File: config.mk
export PLATFORM = sky130hd
export DESIGN_NAME = pipe_hazard_ctrl
export DESIGN_NICKNAME = d
export VERILOG_FILES = /design/src/rtl/pipe_hazard_ctrl.sv
export SDC_FILE = /design/constraint.sdc
export NUM_CORES = 1
export LEC_CHECK = 0
export ABC_AREA = 1
export BUFFER_PORTS_ARGS = -buffer_cell sky130_fd_sc_hd__buf_2
export CAP_MARGIN = 20
export CORE_MARGIN = 1
export CORE_UTILIZATION = 49
export DETAILED_ROUTE_END_ITERATION = 8
export PLACE_DENSITY = 0.93
export SYNTH_ARGS = -nofsm -noshare
export SYNTH_HDL_FRONTEND = slang
export SYNTH_SLANG_ARGS = --single-unit
File: constraint.sdc
create_clock -name clk -period 3.4 [get_ports clk]
set_input_delay 0.51 -clock clk [delete_from_list [all_inputs] [get_ports clk]]
set_output_delay 0.51 -clock clk [all_outputs]
set_load 0.02 [all_outputs]
File: src/rtl/pipe_hazard_ctrl.sv
// Stall/flush sequencer for the five-stage RV32I pipeline: data-memory wait, EX redirect, load-use.
// Optional cycle counters are built when HAZ_PERF_EN is defined.
module pipe_hazard_ctrl #(
    parameter int unsigned TIMEOUT_CYCLES = 64,
    parameter int unsigned CNT_W          = 7
) (
    input  logic        clk,
    input  logic        rst,
    input  logic [4:0]  ID_rs1,
    input  logic [4:0]  ID_rs2,
    input  logic        ID_useRs1,
    input  logic        ID_useRs2,
    input  logic        EX_memRead,
    input  logic [4:0]  EX_rd,
    input  logic        EX_redirect,
    input  logic        MEM_memRead,
    input  logic        MEM_memWrite,
    input  logic        dmem_ready,
    input  logic        fault_clr,
    output logic        pc_en,
    output logic        pc_sel_redirect,
    output logic        IF_ID_en,
    output logic        ID_EX_en,
    output logic        EX_MEM_en,
    output logic        MEM_WB_en,
    output logic        IF_ID_flush,
    output logic        ID_EX_flush,
    output logic        EX_MEM_flush,
    output logic        MEM_WB_flush,
    output logic        dmem_req,
`ifdef HAZ_PERF_EN
    output logic [31:0] perf_loaduse,
    output logic [31:0] perf_memwait,
    output logic [31:0] perf_redirect,
`endif
    output logic        mem_fault
);

    typedef enum logic {RUN, MEM_WAIT} state_t;

    localparam bit               TO_EN   = (TIMEOUT_CYCLES != 0);
    localparam logic [CNT_W-1:0] TO_LAST = CNT_W'(TIMEOUT_CYCLES - 1);

    state_t           state_q, state_d;
    logic [CNT_W-1:0] cnt_q, cnt_d;
    logic             fault_q, fault_d;

    logic acc, lu;
    logic stall, resolve, timeout;

    assign acc = MEM_memRead | MEM_memWrite;
    assign lu  = EX_memRead && (EX_rd != 5'd0) &&
                 ((ID_useRs1 && (ID_rs1 == EX_rd)) || (ID_useRs2 && (ID_rs2 == EX_rd)));

    assign mem_fault = fault_q;

    always_ff @(posedge clk or posedge rst) begin
        if (rst) begin
            state_q <= RUN;
            cnt_q   <= '0;
            fault_q <= 1'b0;
        end else begin
            state_q <= state_d;
            cnt_q   <= cnt_d;
            fault_q <= fault_d;
        end
    end

    always_comb begin
        state_d         = state_q;
        cnt_d           = cnt_q;
        fault_d         = fault_q & ~fault_clr;
        stall           = 1'b0;
        resolve         = 1'b0;
        timeout         = 1'b0;
        pc_en           = 1'b1;
        pc_sel_redirect = 1'b0;
        IF_ID_en        = 1'b1;
        ID_EX_en        = 1'b1;
        EX_MEM_en       = 1'b1;
        MEM_WB_en       = 1'b1;
        IF_ID_flush     = 1'b0;
        ID_EX_flush     = 1'b0;
        EX_MEM_flush    = 1'b0;
        MEM_WB_flush    = 1'b0;
        dmem_req        = 1'b0;

        case (state_q)
            RUN: begin
                dmem_req = acc;
                if (acc && !dmem_ready) begin
                    stall   = 1'b1;
                    state_d = MEM_WAIT;
                    cnt_d   = '0;
                end else begin
                    resolve = 1'b1;
                end
            end
            MEM_WAIT: begin
                dmem_req = 1'b1;
                if (dmem_ready) begin
                    resolve = 1'b1;
                    state_d = RUN;
                end else if (TO_EN && (cnt_q == TO_LAST)) begin
                    resolve = 1'b1;
                    timeout = 1'b1;
                    state_d = RUN;
                    fault_d = 1'b1;
                end else begin
                    stall = 1'b1;
                    cnt_d = cnt_q + 1'b1;
                end
            end
            default: state_d = RUN;
        endcase

        // EX is frozen during a stall, so a pending redirect is simply re-presented later
        if (stall) begin
            pc_en        = 1'b0;
            IF_ID_en     = 1'b0;
            ID_EX_en     = 1'b0;
            EX_MEM_en    = 1'b0;
            MEM_WB_flush = 1'b1;
        end else if (resolve) begin
            if (EX_redirect) begin
                pc_sel_redirect = 1'b1;
                IF_ID_flush     = 1'b1;
                ID_EX_flush     = 1'b1;
            end else if (lu) begin
                pc_en       = 1'b0;
                IF_ID_en    = 1'b0;
                ID_EX_flush = 1'b1;
            end
            MEM_WB_flush = timeout;
        end

        if (rst) begin
            pc_en           = 1'b0;
            pc_sel_redirect = 1'b0;
            IF_ID_en        = 1'b0;
            ID_EX_en        = 1'b0;
            EX_MEM_en       = 1'b0;
            MEM_WB_en       = 1'b0;
            IF_ID_flush     = 1'b1;
            ID_EX_flush     = 1'b1;
            EX_MEM_flush    = 1'b1;
            MEM_WB_flush    = 1'b1;
            dmem_req        = 1'b0;
        end
    end

`ifdef HAZ_PERF_EN
    logic hit_loaduse, hit_redirect;
    assign hit_redirect = resolve & EX_redirect;
    assign hit_loaduse  = resolve & ~EX_redirect & lu;

    always_ff @(posedge clk or posedge rst) begin
        if (rst) begin
            perf_loaduse  <= '0;
            perf_memwait  <= '0;
            perf_redirect <= '0;
        end else begin
            if (hit_loaduse && (perf_loaduse != 32'hFFFF_FFFF))
                perf_loaduse <= perf_loaduse + 32'd1;
            if (stall && (perf_memwait != 32'hFFFF_FFFF))
                perf_memwait <= perf_memwait + 32'd1;
            if (hit_redirect && (perf_redirect != 32'hFFFF_FFFF))
                perf_redirect <= perf_redirect + 32'd1;
        end
    end
`endif

endmodule

==> metrics.md <==
| Metric | Value |
|---|---|
| Status | `finished, final reports clean` |
| CTS tree | `yes` |
| Setup violators final | `0` |
| Largest net degree at the start of global routing | `13` |
| Vias in the first global route | `778` |
| Finished Layout Cells | `179` |
| Clock Tree Buf Depth | `2` |
| Initial core utilization | `0.527` |
| P_sw | `0.000101 W` |
| Final ANT Viol Nets | `0` |
| # resized after CTS | `0` |
| Initial antenna violation count | `0` |
| Die width | `42.3 um` |
| ANT cells | `0` |
| Unrepaired setup endpoints after global routing | `false` |
| Via density | `4.96` |
| Overflow after GRT | `0` |
| DP Worst Slack | `1.29 ns` |
| Design area | `976 sq um` |
| Yosys reg bits | `9` |
| Final wirelength | `1810 um` |
| Post-synth top cells | `nand2_1, inv_1, nand3_1, dfrtp_1, nor2_1` |
| Pre-antenna DRT Iters | `4` |
| All-Layer GR Usage | `0.224` |
| Critical path class | `reg -> out` |
| Cell row count | `14` |
| First-pass GRT wire length | `3110 um` |
| Chip Height | `42.3 um` |
| Reg2reg path depth | `7` |
| Max IR drop VDD | `155 uV` |
| Placer Congestion | `0.850` |
| Sequential Power Share | `0.410` |
| Netlist Area Pre-Place | `795 sq um` |
| IO Pins | `37` |
| Final nets | `190` |
| Seq/Total Area, Yosys | `0.283` |
| Final hold violations | `0` |
| Core area | `1510 sq um` |
| Synth Flop Type | `dfrtp_1` |
| Clk network pwr share | `0.300` |
| Power share of the combinational group | `0.289` |
| EDFF count, synth | `0` |
| Placed instance count | `175` |
| H-tree Lvls | `1` |
| Max transition margin | `0.739` |
| Routed vias | `887` |
| Max-cap violations | `0` |
| Syn nets | `154` |
| Post-synth top area share | `0.283` |
| Slowest-stage cell, CP | `dfrtp_1` |
| Slew @ Worst Pin | `0.391 ns` |
| R2r setup slk | `1.87 ns` |
| Clk_lat worst skew | `0.27 ns` |
| Worst setup SP type | `flip-flop` |
| Pint | `0.000190 W` |
| Die area | `1790 sq um` |
| Cells after Synth | `128` |
| Top post-synthesis cells by area | `dfrtp_1, nand2_1, inv_1, nand3_1, o21ai_0` |
| Routed WL per cell | `10.1 um` |
| Switching Fraction | `0.348` |
| Clk slew on worst S/H paths | `0.07 ns` |
| CTS Hold Buffers Added | `0` |
| HP Class | `in -> async` |
| Final Skew | `0.00656 ns` |
| Top-count cell post-synth | `nand2_1` |
| Final period utilization | `0.703` |
| Leak pwr | `0.607 nW` |
| Unique masters post-synth | `21` |
| CP endpoint kind | `primary output` |
| Clock sinks | `9` |
| CTS buffer count | `3` |
| Fmax | `0.418 GHz` |
| Synthesized area per cell | `6.21 sq um` |
| CP Cell Sequence | `ha_1, nand2_1, inv_1, nand4_2, nand2_2, inv_2, nor2_4, nand2_1, nand2_1, buf_2` |
| Crit path max fanout | `12` |
| Fin crit period | `2.39 ns` |
| Ys async rst share | `1.00` |
| Most used cell, CP | `nand2_1` |
| Yosys top cell by area | `dfrtp_1` |
| Power per cell area | `299 nW/um^2` |
| Area Overhead vs Synth | `22.8%` |
| Fin worst setup slack | `1.01 ns` |
| Synth Warn # | `0` |
| Setup Buffers After CTS | `0` |
| Final hold slack | `0.260 ns` |
| Setup TNS | `0 ns` |
| Post-Place Cell Area | `950 sq um` |
| Worst endpoint required time | `2.89 ns` |
| Largest stage delay on the critical path | `0.40 ns` |
| Initial DRC count | `41` |
| CP Data Arrival Time | `1.88 ns` |
| IO buf count | `36` |
| Root Driver | `clkbuf_4` |
| Final slew viol count | `0` |
| Remaining DRCs | `0` |
| Share of cells above drive strength 1 | `0.301` |
| Dpl hpwl | `1440 um` |
worst max-delay path, delay by kind of cell, from the launching register on:
| family | cells | cell delay, ns |
|---|---|---|
| adders and majority gates | 1 | 0.18 |
| and+or+nand+nor | 6 | 0.66 |
| buffers and inverters | 3 | 0.37 |
| DFF | 1 | 0.40 |
registers in the layout, indices dropped and copies added, names as in the netlist:
| signal | flops |
|---|---|
| cnt_q | 7 |
| mem_fault | 1 |
| state_q | 1 |
cells in the final DEF, fill, tap and decap left out, drive strengths merged:
cell and instances:
a21boi 1, o21ai 8, nor3 1, clkbuf 4, ha 1, o21bai 2, nand2 46, buf 36
inv 26, dfrtp 9, nand4 3, nor2 12, a21oi 3, o22ai 1, nand3 10
power by group through the flow:
stage / sequential (W) / combinational, W / clock (W)
global placement: 0.000121 / 0.0000807 / 0
finish: 0.000120 / 0.0000842 / 0.0000875
global route: 0.000120 / 0.0000954 / 0.0000900
floorplan: 0.000118 / 0.0000590 / 0
CTS: 0.000119 / 0.0000845 / 0.0000873
detailed placement: 0.000121 / 0.0000840 / 0
cell families after synthesis:
| logic type | after synthesis | synth area share |
|---|---|---|
| fa+ha+maj | 1 | 0.0157 |
| flops | 9 | 0.283 |
| compound gates | 15 | 0.110 |
| buf+inv | 31 | 0.180 |
| simple gates | 72 | 0.411 |
routing by layer:
metal  up-vias  share of wire  global-route usage
met5         -              0                   0
met1       395           0.44               0.289
li1        459              -                   -
met2        30           0.50               0.382
met4         0          0.012              0.0750
met3         3          0.050              0.0302
path summary, 6_finish.rpt:
| check | start | end |
|---|---|---|
| worst max-delay path | cnt_q[0] | IF_ID_en |
| worst min-delay path | rst | mem_fault |
| worst max register to register | cnt_q[0] | cnt_q[0] |
| worst min register to register | cnt_q[1] | cnt_q[1] |
| max in group asynchronous | rst | cnt_q[3] |
| min in group clk | fault_clr | mem_fault |
layout make-up:
cell class | count | area, sq um
well taps | 16 | 20.0
inverters | 26 | 97.6
multi-input cells | 88 | 427
repair buffers | 36 | 180
fillers | 141 | 531
flip-flops and latches | 9 | 225
clock buffers | 4 | 26.3
stage by stage:
step	power, W	util
6_report	0.000291	0.648
5_1_grt	0.000306	0.648
4_1_cts	0.000291	0.648
3_5_place_dp	0.000205	0.630
3_3_place_gp	0.000202	0.630
2_1_floorplan	0.000177	-
No activity file was read; power rests on OpenSTA's default activity.
